--- src/rtl/adaptive_filter_ctrl.sv ---
// rtl/adaptive_filter_ctrl.sv - mode sequencer around adaptive_filter: drain, flush, re-mode, mask warm-up
module adaptive_filter_ctrl #(
  parameter int   DATA_W       = 14,
  parameter int   DRAIN_CYCLES = 1,
  parameter int   WARMUP_LEN   = 6,
  parameter logic RESET_MODE   = 1'b0
) (
  input  logic              clk,
  input  logic              srst,
  input  logic              mode_req_valid,
  input  logic              mode_req,
  output logic              mode_req_ready,
  output logic              mode,
  output logic              busy,
  output logic              switch_done,
  input  logic [DATA_W-1:0] s_tdata,
  input  logic              s_tvalid,
  output logic              s_tready,
  output logic [DATA_W-1:0] flt_s_tdata,
  output logic              flt_s_tvalid,
  output logic              flt_ctrl,
  output logic              flt_srst,
  input  logic [DATA_W-1:0] flt_m_tdata,
  input  logic              flt_m_tvalid,
  output logic [DATA_W-1:0] m_tdata,
  output logic              m_tvalid
);

  typedef enum logic [1:0] {ST_RUN, ST_DRAIN, ST_FLUSH, ST_WARMUP} state_t;

  // With no warm-up to discard, reset lands directly in RUN.
  localparam state_t     RESET_STATE = (WARMUP_LEN == 0) ? ST_RUN : ST_WARMUP;
  localparam logic [3:0] DRAIN_INIT  = 4'(DRAIN_CYCLES - 1);
  localparam logic [6:0] WARMUP_LAST = 7'(WARMUP_LEN);

  state_t     state, state_next;
  logic       ctrl_q, ctrl_next;
  logic       pend_q, pend_next;
  logic [3:0] drain_cnt, drain_next;
  logic [5:0] warm_cnt, warm_next;
  logic       done_q, done_next;
  logic [6:0] warm_inc;
  logic       req_fire;

  assign s_tready       = ((state == ST_RUN) || (state == ST_WARMUP)) && !srst;
  assign flt_s_tvalid   = s_tvalid & s_tready;
  assign flt_s_tdata    = s_tdata;
  assign flt_srst       = srst || (state == ST_FLUSH);
  assign flt_ctrl       = ctrl_q;
  assign mode           = ctrl_q;
  assign mode_req_ready = (state == ST_RUN) && !srst;
  assign req_fire       = mode_req_valid & mode_req_ready;
  assign busy           = (state != ST_RUN);
  assign switch_done    = done_q;
  assign m_tdata        = flt_m_tdata;
  assign m_tvalid       = flt_m_tvalid && (state != ST_WARMUP) && (state != ST_FLUSH);

  always_comb begin
    state_next = state;
    ctrl_next  = ctrl_q;
    pend_next  = pend_q;
    drain_next = drain_cnt;
    warm_next  = warm_cnt;
    done_next  = 1'b0;
    warm_inc   = {1'b0, warm_cnt} + 7'd1;
    case (state)
      ST_RUN: begin
        if (req_fire) begin
          if (mode_req == ctrl_q) begin
            done_next = 1'b1;
          end else begin
            pend_next  = mode_req;
            drain_next = DRAIN_INIT;
            state_next = ST_DRAIN;
          end
        end
      end
      ST_DRAIN: begin
        // The new mode is registered on the way into FLUSH so the filter
        // restarts in it while its history is being cleared.
        if (drain_cnt == 4'd0) begin
          state_next = ST_FLUSH;
          ctrl_next  = pend_q;
        end else begin
          drain_next = drain_cnt - 4'd1;
        end
      end
      ST_FLUSH: begin
        warm_next = 6'd0;
        if (WARMUP_LEN == 0) begin
          state_next = ST_RUN;
          done_next  = 1'b1;
        end else begin
          state_next = ST_WARMUP;
        end
      end
      ST_WARMUP: begin
        if (flt_m_tvalid) begin
          warm_next = warm_inc[5:0];
          if (warm_inc == WARMUP_LAST) begin
            state_next = ST_RUN;
            done_next  = 1'b1;
          end
        end
      end
      default: state_next = RESET_STATE;
    endcase
  end

  always_ff @(posedge clk) begin
    if (srst) begin
      state     <= RESET_STATE;
      ctrl_q    <= RESET_MODE;
      pend_q    <= RESET_MODE;
      drain_cnt <= 4'd0;
      warm_cnt  <= 6'd0;
      done_q    <= 1'b0;
    end else begin
      state     <= state_next;
      ctrl_q    <= ctrl_next;
      pend_q    <= pend_next;
      drain_cnt <= drain_next;
      warm_cnt  <= warm_next;
      done_q    <= done_next;
    end
  end

endmodule

--- config.mk ---
export PLATFORM = sky130hd
export DESIGN_NAME = adaptive_filter_ctrl
export DESIGN_NICKNAME = d
export VERILOG_FILES = /design/src/rtl/adaptive_filter_ctrl.sv
export SDC_FILE = /design/constraint.sdc
export NUM_CORES = 1
export LEC_CHECK = 0
export BUFFER_PORTS_ARGS = -buffer_cell sky130_fd_sc_hd__buf_4
export CAP_MARGIN = 20
export CORE_AREA = 2 2 58 60
export CTS_CLUSTER_DIAMETER = 150
export CTS_CLUSTER_SIZE = 30
export DETAILED_ROUTE_END_ITERATION = 7
export DIE_AREA = 0 0 60 62
export GPL_ROUTABILITY_DRIVEN = 0
export MAX_ROUTING_LAYER = met4
export PLACE_DENSITY = 0.76
export SLEW_MARGIN = 10
export SYNTH_ARGS = -nofsm -noshare
export SYNTH_HDL_FRONTEND = slang
export SYNTH_SLANG_ARGS = --single-unit
--- constraint.sdc ---
create_clock -name clk -period 1.94 [get_ports clk]
set_clock_uncertainty 0.05 [all_clocks]
set_input_delay 0.582 -clock clk [delete_from_list [all_inputs] [get_ports clk]]
set_output_delay 0.582 -clock clk [all_outputs]
set_load 0.005 [all_outputs]
# Word-level counts from Yosys, hierarchy flattened
# Cells that the tools add are included.
# W data, S select, Z words.
# op_classes
bitwise_logic,3
addsub,2
muxes,17
magnitude_cmp,0
shift,0
div,0
n_eq_ne,13
reduce_logical,17
multipliers,0
# op_table
cell,n
$ne A2 B2 Y1 const B,7
$mux W4,3
$pmux W6 S2,1
$mux W2,5
$pmux W2 S4,1
$pmux W4 S2,1
$add A6 B1 Y7 const B,1
$eq A7 B3 Y1 const B,1
$mux W6,1
$reduce_bool A2 Y1,3
$reduce_and A5 Y1,1
$eq A2 B2 Y1 const B,2
$logic_and A1 B1 Y1,4
$logic_not A4 Y1,1
$mux W1,4
$reduce_and A2 Y1,2
$reduce_and A4 Y1,1
$sub A4 B1 Y4 const B,1
$reduce_and A3 Y1,1
$and A1 B1 Y1,2
$eq A2 B1 Y1 const B,1
$logic_not A2 Y1,1
$logic_or A1 B1 Y1,2
$ne A2 B1 Y1 const B,1
4 further kinds,4
# totals
inputBits,34
register_bits,15
latch_bits,0
rom_bits,0
mem_count,0
mem_bits_rw,0

# Logic depth before layout (Yosys ltp)
# Gate-level depths: netlist of run 1.
# depth
word_depth,5
ltp_mapped,7
ltp_nobuf,7

# Worst setup path after synthesis of run 1
# No wires, ideal clock.
# synth_timing
path_kind,input port to flip-flop
startpoint,input srst
endpoint,register drain_cnt[3]
n_path_buf,1
required_time_ps,1758
stages,5
arrival_ps,1712
setup_slack_ps,46
cell_sequence,clkbuf_1 o31a_1 or3_1 o21ai_0 a21oi_1
# synth_via
elab_chain_len,5
# synth_rtl
item,line_no,source
start: declaration,9,"input logic srst,"
$logic_not A1 Y1,51,assign mode_req_ready = (state == ST_RUN) && !srst;
$logic_and A1 B1 Y1,51,
$and A1 B1 Y1,52,assign req_fire = mode_req_valid & mode_req_ready;
$ne A2 B2 Y1 (no line),--,
$reduce_and A4 Y1 (no line),--,
end signal: assignment,122,drain_cnt <= drain_next;
end: declaration,39,"logic [3:0] drain_cnt, drain_next;"
# Several ways; a longest one is shown, not always the timed one.
# A chain may end at the register's enable or synchronous reset.

# Worst setup path in the final report of run 1
# layout_timing
startpoint,register state[1]
endpoint,output flt_srst
# layout_via
elab_chain_len,2
# layout_rtl
item,line_no,source
start: declaration,36,"state_t state, state_next;"
start signal: assignment,119,state <= state_next;
$eq A2 B2 Y1,48,assign flt_srst = srst || (state == ST_FLUSH);
$logic_or A1 B1 Y1,48,
end: declaration,22,"output logic flt_srst,"
# No other way between the ends.

==> results of run 1 <==
==> critical path, cell delays in order (launching register included) <==
cell and delay (ns):
dfxtp_2 0.35, buf_6 0.12, ha_4 0.17, or2_4 0.25
buf_6 0.11
==> through the flow <==
step | cells | util [%] | cell area, um2 | total power, mW | setup TNS [ns]
CTS | 185 | 38.1 | 1210 | 0.958 | 0
global placement | 179 | 35.5 | 1130 | 0.715 | -0.0511
floorplan | 146 | - | 1150 | 0.650 | 0
detailed placement | 179 | 35.5 | 1130 | 0.719 | -0.0638
finish | 188 | 39.8 | 1270 | 1.02 | 0
global route | 188 | 39.8 | 1270 | 1.09 | -0.0776
==> cell type report <==
type	count	area [um2]	share of cell area, %
well taps	46	57.6	4.55
flip-flops and latches	15	305	24.1
clock buffers	4	26.3	2.08
repair buffers	26	206	16.3
inverters	9	41.3	3.26
multi-input cells	88	629	49.7
==> sequential cells by signal, summed over array words and instances (netlist names) <==
| name | count |
|---|---|
| state | 2 |
| switch_done | 1 |
| warm_cnt | 6 |
| drain_cnt | 4 |
| pend_q | 1 |
| flt_ctrl | 1 |
==> power groups by stage <==
stage	Combinational, mW	Sequential, mW	Clock (mW)
after floorplan	0.287	0.362	0
after global placement	0.350	0.366	0
after detailed placement	0.353	0.366	0
after CTS	0.413	0.361	0.184
after global routing	0.515	0.373	0.201
final	0.466	0.369	0.182
==> cell usage after synthesis, drive strengths merged (3+ instances only) <==
master	n	share of area (%)
buf	29	19
nor3	4	1.7
mux2i	3	2.6
a21oi	10	4.4
xnor2	3	2.3
nand2	5	1.6
nand3	6	2.6
clkbuf	5	1.6
o21ai	6	2.6
dfxtp	15	26
inv	9	2.9
ha	9	9.8
nor2	16	5.2
==> what timing repair did <==
item                                    in CTS  in global routing
endpoints found under the setup margin       5                  3
hold buffers                                 0                  0
endpoints found under the hold margin        0                  0
setup buffers                                2                  3
pin swaps                                    3                  6
resized for setup                           11                 10
==> metal layers <==
layer,vias up,wire length [um]
met5,-,0
met4,0,86
met3,9,104
met2,19,980
met1,413,923
li1,462,-
==> final timing paths <==
path                from       end  slack (ns)  depth (start not counted)
max             state[1]  flt_srst        0.02                          4
min               pend_q    pend_q        0.43                          2
max reg2reg  warm_cnt[0]  state[1]        0.12                          6
min reg2reg       pend_q    pend_q        0.43                          2
==> kinds of logic after synthesis <==
kind of cell	count (synthesis)	synth area share (%)
XOR/XNOR	3	2.29
flip-flops	15	26.1
AO/OA/AOI/OAI	27	15.5
adder cells (fa/ha/maj)	9	9.80
multiplexers	3	2.61
AND/OR/NAND/NOR	46	20.2
buffers and inverters	43	23.5
==> results.cfg, run 1 <==
[clocking]
cts.reportedPaths.clkPinSlew_ns = 0.09
cts_buffers = 3
cts.sinks = 15
htree_levels = 1
clockBufferDepth = 2
cts_tree = yes
clk_latency_ns = 0.29
clockRootBuffer = clkbuf_4

[pwr]
comb_power_share_pct = 45.8
internal-power_uw = 655
p_sw_share_pct = 35.6
clkPwrFrac_pct = 17.9
seqPwrFrac_pct = 36.3
switchingPower_uw = 362
peakVddDrop_mv = 0.334
p_leak_nw = 0.517
pwr_density_cell_nw_per_um2 = 803

[grt]
use_met1_pct = 14.3
top_usage_layer = met2
grt.overflow.total = 0
grt_util_all_layers_pct = 11.7
gr-usage-met3_pct = 3.52
grt_pass1_vias = 730
grt_pass1_wl_mm = 3.16
grtUsageMet2_pct = 16.8
antenna_found_initial = 0
grt_start_max_net_pins = 15

[route]
vias = 903
route.detailed.drc = 0
drtAntennaViolNets = 0
wirelength_mm = 2.09
avgRoutedWirePerCell_um = 11.1
firstDrtPassIters = 4
avgViaCountPerCell = 4.80
drtIter0Drc = 16

[floorplan]
die_y_um = 62
row_count = 21
die_area_um2 = 3720
core-area_um2 = 3180
die_w_um = 60
start_util_pct = 36.1
io_pins = 71

[setup_path]
crit_required_ns = 1.31
end_kind = primary output
worstPathArrival_ns = 1.29
cp_max_fo = 3
crit_type = reg2out
cp-start-kind = register

[finish]
antennaDiodeCount = 0
final_cell_mix = buf_4 (23), nor2_1 (15), dfxtp_1 (13)
final_common_cell = buf_4
drive_gt1_share_pct = 28.9
fill_cells = 320
nets = 186
areaGrowthSynthToFinish_pct = 10.2

[synthesis]
ys_seq_area_share_pct = 26.1
yosys_warnings = 0
synthesis.area_um2 = 1150
synth_edf_count = 0
synth_ff_type = dfxtp_1
synth_area_per_cell_um2 = 7.87
async_flop_share_pct = 0
syn_inst = 146
ys_seq_elements = 15
synth.net_count = 189
ys_types = 32

[sta]
finalSetupViolations = 0
maxSlewHeadroom_pct = 75.2
hold_viol_final = 0
rsz0062_at_grt = true
finalCritPeriodShare_pct = 99.1
hold_ws_ns = 0.429
fmax_mhz = 520
setup_slack_ns = 0.0178
worst_pin_slew_ns = 0.371
slew_violations = 0
period_minus_slack_ns = 1.92

[status]
outcome = finished clean

[worst_hold_path]
hold_path.class = reg2reg

[placed_design]
hpwl_mm = 1.46
io_buffers = 14
pre_cts_slack_ns = -0.0425

[run]
cap_violations = 0
Power figures use the tool's default switching activity.
==> run 2, diff against run 1 <==
--- a/config.mk
+++ b/config.mk
@@ -14,7 +14,7 @@
 export DIE_AREA = 0 0 60 62
 export GPL_ROUTABILITY_DRIVEN = 0
 export MAX_ROUTING_LAYER = met4
-export PLACE_DENSITY = 0.76
+export PLACE_DENSITY = 0.74
 export SLEW_MARGIN = 10
 export SYNTH_ARGS = -nofsm -noshare
 export SYNTH_HDL_FRONTEND = slang
==> results.cfg, run 2 (synthesis results as in run 1) <==
[finish]
instances_no_fill = 187
antennaDiodeCount = 0
nets = 185
multi_input_area_um2 = 637
final_area_um2 = 1250
regArea_um2 = 303
areaGrowthSynthToFinish_pct = 8.61
final_common_cell = buf_4
largest-register = warm_cnt
drive_gt1_share_pct = 27.7
fill_cells = 318
largest_reg_flops = 6
largestRegisters = warm_cnt x6, drain_cnt x4, state x2
final_cell_mix = buf_4 (25), nor2_1 (15), dfxtp_1 (13)

[sta]
rsz0062_at_grt = true
finalCritPeriodShare_pct = 100
finalSetupViolations = 1
fmax_mhz = 514
period_minus_slack_ns = 1.95
worst_pin_slew_ns = 0.375
setup_slack_ns = -0.00501
hold_viol_final = 0
maxSlewHeadroom_pct = 75.0
slew_violations = 0
setup_tns_ns = -0.00501

[placed_design]
placed_area_um2 = 1130
pre_cts_slack_ns = -0.0413
hpwl_mm = 1.56
dpl.cell_count = 180
io_buffers = 14

[setup_path]
regToRegSetupSlack_ns = 0.11
cp_max_fo = 4
worstPathArrival_ns = 1.31
crit_required_ns = 1.31
r2r_end = state[0]
r2r_cells = 6
cp-start-kind = register
r2r-start = warm_cnt[0]
crit_type = reg2out
end_kind = primary output

[floorplan]
io_pins = 71
row_count = 21
die_y_um = 62
die_w_um = 60
die_area_um2 = 3720
core-area_um2 = 3180
start_util_pct = 36.1

[clocking]
cts_tree = yes
clk_latency_ns = 0.29
clockBufferDepth = 2
cts.sinks = 15
clockRootBuffer = clkbuf_4
holdBufCountCts = 0
cts_buffers = 3
htree_levels = 1
cts.reportedPaths.clkPinSlew_ns = 0.09

[route]
avgViaCountPerCell = 4.79
avgRoutedWirePerCell_um = 11.8
vias = 895
drtAntennaViolNets = 0
drtIter0Drc = 23
route.detailed.drc = 0
firstDrtPassIters = 4
wirelength_mm = 2.20

[grt]
grt_pass1_vias = 817
grt_start_max_net_pins = 14
grt_util_all_layers_pct = 12.5
grt.overflow.total = 0
grt_pass1_wl_mm = 3.42
antenna_found_initial = 0

[pwr]
peakVddDrop_mv = 0.481
pwr_density_cell_nw_per_um2 = 808
p_leak_nw = 0.508
power_mw = 1.01

[worst_hold_path]
holdPathEnd = pend_q
min_path_cells = 2
hold_path.class = reg2reg
worstHoldStart = pend_q

[status]
violations = negative setup slack
outcome = finished, violations left

[run]
cap_violations = 0
[run 2: cell types whose count changed in the layout (fill, tap and decap cells not counted), sizes merged]
| cell | delta |
|---|---|
| buf | -1 |
[run 2: routing by layer]
metal  global-route usage [%]  wire length, um
met1                     16.1             1030
met2                     18.5             1040
met3                     3.11              108
met4                     5.40               23
met5                        -                0
[run 2: worst max-delay path by stage]
stage,startpoint,end,slack (ns),cells past startpoint
finish,state[1],flt_srst,-0.005,4
global route,state[1],flt_srst,-0.04,4
CTS,state[0],flt_srst,-0.01,4
detailed placement,mode_req,drain_cnt[3],-0.04,6
global placement,mode_req,drain_cnt[2],-0.02,6
floorplan,srst,drain_cnt[3],0.05,5
[run 2: cell type report]
| cell class | instances | area share (%) |
|---|---|---|
| Timing Repair Buffer | 25 | 15.0 |
| Sequential cell | 15 | 24.3 |
| Inverter | 9 | 2.91 |
| Clock buffer | 4 | 2.11 |
| Tap cell | 46 | 4.61 |
| Multi-Input combinational cell | 88 | 51.1 |
[run 2: critical path: stages, from the launching register on]
cell	delay, ns
dfxtp_2	0.35
buf_4	0.14
ha_4	0.17
or2_4	0.23
buf_4	0.13
[run 2: through the flow]
step	hold slack, ns	util [%]
global placement	0.414	35.7
floorplan	0.396	-
finish	0.433	39.2
global route	0.488	39.2
CTS	0.431	37.4
detailed placement	0.418	35.7
[run 2: timing repair]
| item | 4_1_cts | 5_1_grt |
|---|---|---|
| pin swaps | 3 | 3 |
| setup buffers | 2 | 1 |
| resized for setup | 5 | 10 |
| setup endpoints to repair | 5 | 5 |
[run 2: report_power, final]
group / switching (mW) / total [mW] / internal (mW)
registers: 0.0314 / 0.366 / 0.335
clock network: 0.104 / 0.184 / 0.0800
logic: 0.231 / 0.458 / 0.227
total: 0.366 / 1.01 / 0.642
==> run 3, diff against run 2 <==
--- a/config.mk
+++ b/config.mk
@@ -15,6 +15,7 @@
 export GPL_ROUTABILITY_DRIVEN = 0
 export MAX_ROUTING_LAYER = met4
 export PLACE_DENSITY = 0.74
+export REMOVE_ABC_BUFFERS = 1
 export SLEW_MARGIN = 10
 export SYNTH_ARGS = -nofsm -noshare
 export SYNTH_HDL_FRONTEND = slang
==> results.cfg, run 3 (synthesis results as in run 1) <==
[status]
outcome = finished clean

[finish]
final_common_cell = buf_4
largestRegisters = warm_cnt x6, drain_cnt x4, state x2
multi_input_area_um2 = 636
largest_reg_flops = 6
antennaDiodeCount = 0
regArea_um2 = 305
areaGrowthSynthToFinish_pct = 9.37
drive_gt1_share_pct = 28.9
largest-register = warm_cnt
nets = 186
final_cell_mix = buf_4 (26), nor2_1 (15), dfxtp_1 (13)
fill_cells = 318
instances_no_fill = 188
post-route-util_pct = 39.5

[route]
drtAntennaViolNets = 0
avgRoutedWirePerCell_um = 15.7
firstDrtPassIters = 4
avgViaCountPerCell = 4.88
vias = 917
wirelength_mm = 2.95
drtIter0Drc = 14
route.detailed.drc = 0

[grt]
grt.overflow.total = 0
grt_pass1_vias = 823
grt_util_all_layers_pct = 17.1
grt_pass1_wl_mm = 4.37
grt_start_max_net_pins = 14
antenna_found_initial = 0

[pwr]
pwr_density_cell_nw_per_um2 = 781
peakVddDrop_mv = 0.504
p_leak_nw = 0.513
seqPwrFrac_pct = 37.4
p_sw_share_pct = 34.5
internal-power_uw = 642
power_uw = 981
switchingPower_uw = 339
comb_power_share_pct = 45.3
clkPwrFrac_pct = 17.3

[setup_path]
crit_family = flip-flops
cp-start-kind = register
worst-path-buf-inv = 2
cp_max_fo = 4
critical_path.max_stage_delay_ns = 0.33
end_kind = primary output
r2r_end = state[1]
r2r_cells = 6
r2r-start = warm_cnt[0]
crit_type = reg2out
worstPathCellList = buf_4 -> ha_4 -> or2_4 -> buf_4
startpoint = state[1]
cpMostUsedCell = buf_4
cp_slowest_cell = dfxtp_2
regToRegSetupSlack_ns = 0.16
crit_required_ns = 1.31
worstPathArrival_ns = 1.27

[worst_hold_path]
holdPathEnd = pend_q
min_path_cells = 2
worstHoldStart = pend_q
hold_path.class = reg2reg

[clocking]
cts.reportedPaths.clkPinSlew_ns = 0.07
htree_levels = 1
holdBufCountCts = 0
clk_latency_ns = 0.28
cts_tree = yes
cts.sinks = 15
clockBufferDepth = 2
clockRootBuffer = clkbuf_4
cts_buffers = 3

[placed_design]
io_buffers = 14
hpwl_mm = 2.24
dpl.cell_count = 179

[sta]
fmax_mhz = 526
period_minus_slack_ns = 1.90
slew_violations = 0
rsz0062_at_grt = true
setup_tns_ns = 0
finalSetupViolations = 0
hold_ws_ns = 0.450
worst_pin_slew_ns = 0.314
hold_viol_final = 0
maxSlewHeadroom_pct = 79.1
finalCritPeriodShare_pct = 97.9

[floorplan]
io_pins = 71
start_util_pct = 36.1
core-area_um2 = 3180
die_area_um2 = 3720
die_y_um = 62
row_count = 21
die_w_um = 60

[run]
cap_violations = 0
[run 3: worst min-delay path: cells and delay by family (launching register included)]
kind	cells	cell delay, ns
AND/OR/NAND/NOR	1	0.06
AO/OA/AOI/OAI	1	0.06
flip-flops	1	0.33
[run 3: worst max path at each step]
stage                               to  slack (ns)  cells after the start
final                         flt_srst        0.04                      4
after detailed placement  drain_cnt[2]       -0.04                      6
after global placement    drain_cnt[2]       -0.02                      6
after global routing      flt_s_tvalid       -0.04                      5
after CTS                     flt_srst       -0.02                      4
after floorplan           drain_cnt[2]        0.16                      5
[run 3: area by class of cell]
| type | count | area share [%] |
|---|---|---|
| clock buffers | 4 | 2.09 |
| flip-flops and latches | 15 | 24.3 |
| multi-input cells | 88 | 50.6 |
| well taps | 46 | 4.58 |
| inverters | 9 | 2.89 |
| repair buffers | 26 | 15.5 |
[run 3: power groups by stage]
| stage | sequential [mW] | combinational, mW | clock (mW) |
|---|---|---|---|
| final | 0.367 | 0.445 | 0.170 |
| after global routing | 0.371 | 0.494 | 0.191 |
| after CTS | 0.361 | 0.423 | 0.175 |
| after detailed placement | 0.368 | 0.355 | 0 |
| after global placement | 0.366 | 0.353 | 0 |
| after floorplan | 0.362 | 0.230 | 0 |
[run 3: timing repair]
item	CTS	global route
resized for setup	7	9
pin swaps	2	1
buffers inserted	5	0
endpoints found under the setup margin	5	7
[run 3: routing by layer]
layer,track usage [%],vias up,share of wire (%)
met5,-,-,0
met4,1.90,0,0
met3,15.9,0,15
met2,21.1,44,40
met1,20.4,411,45
li1,-,462,-
[run 3: stage by stage]
stage / area (um2) / worst slack, ns
2_1_floorplan: 912 / 0.163
6_report: 1260 / 0.0402
3_5_place_dp: 1130 / -0.0366
3_3_place_gp: 1130 / -0.0224
4_1_cts: 1220 / -0.0246
5_1_grt: 1260 / -0.0386
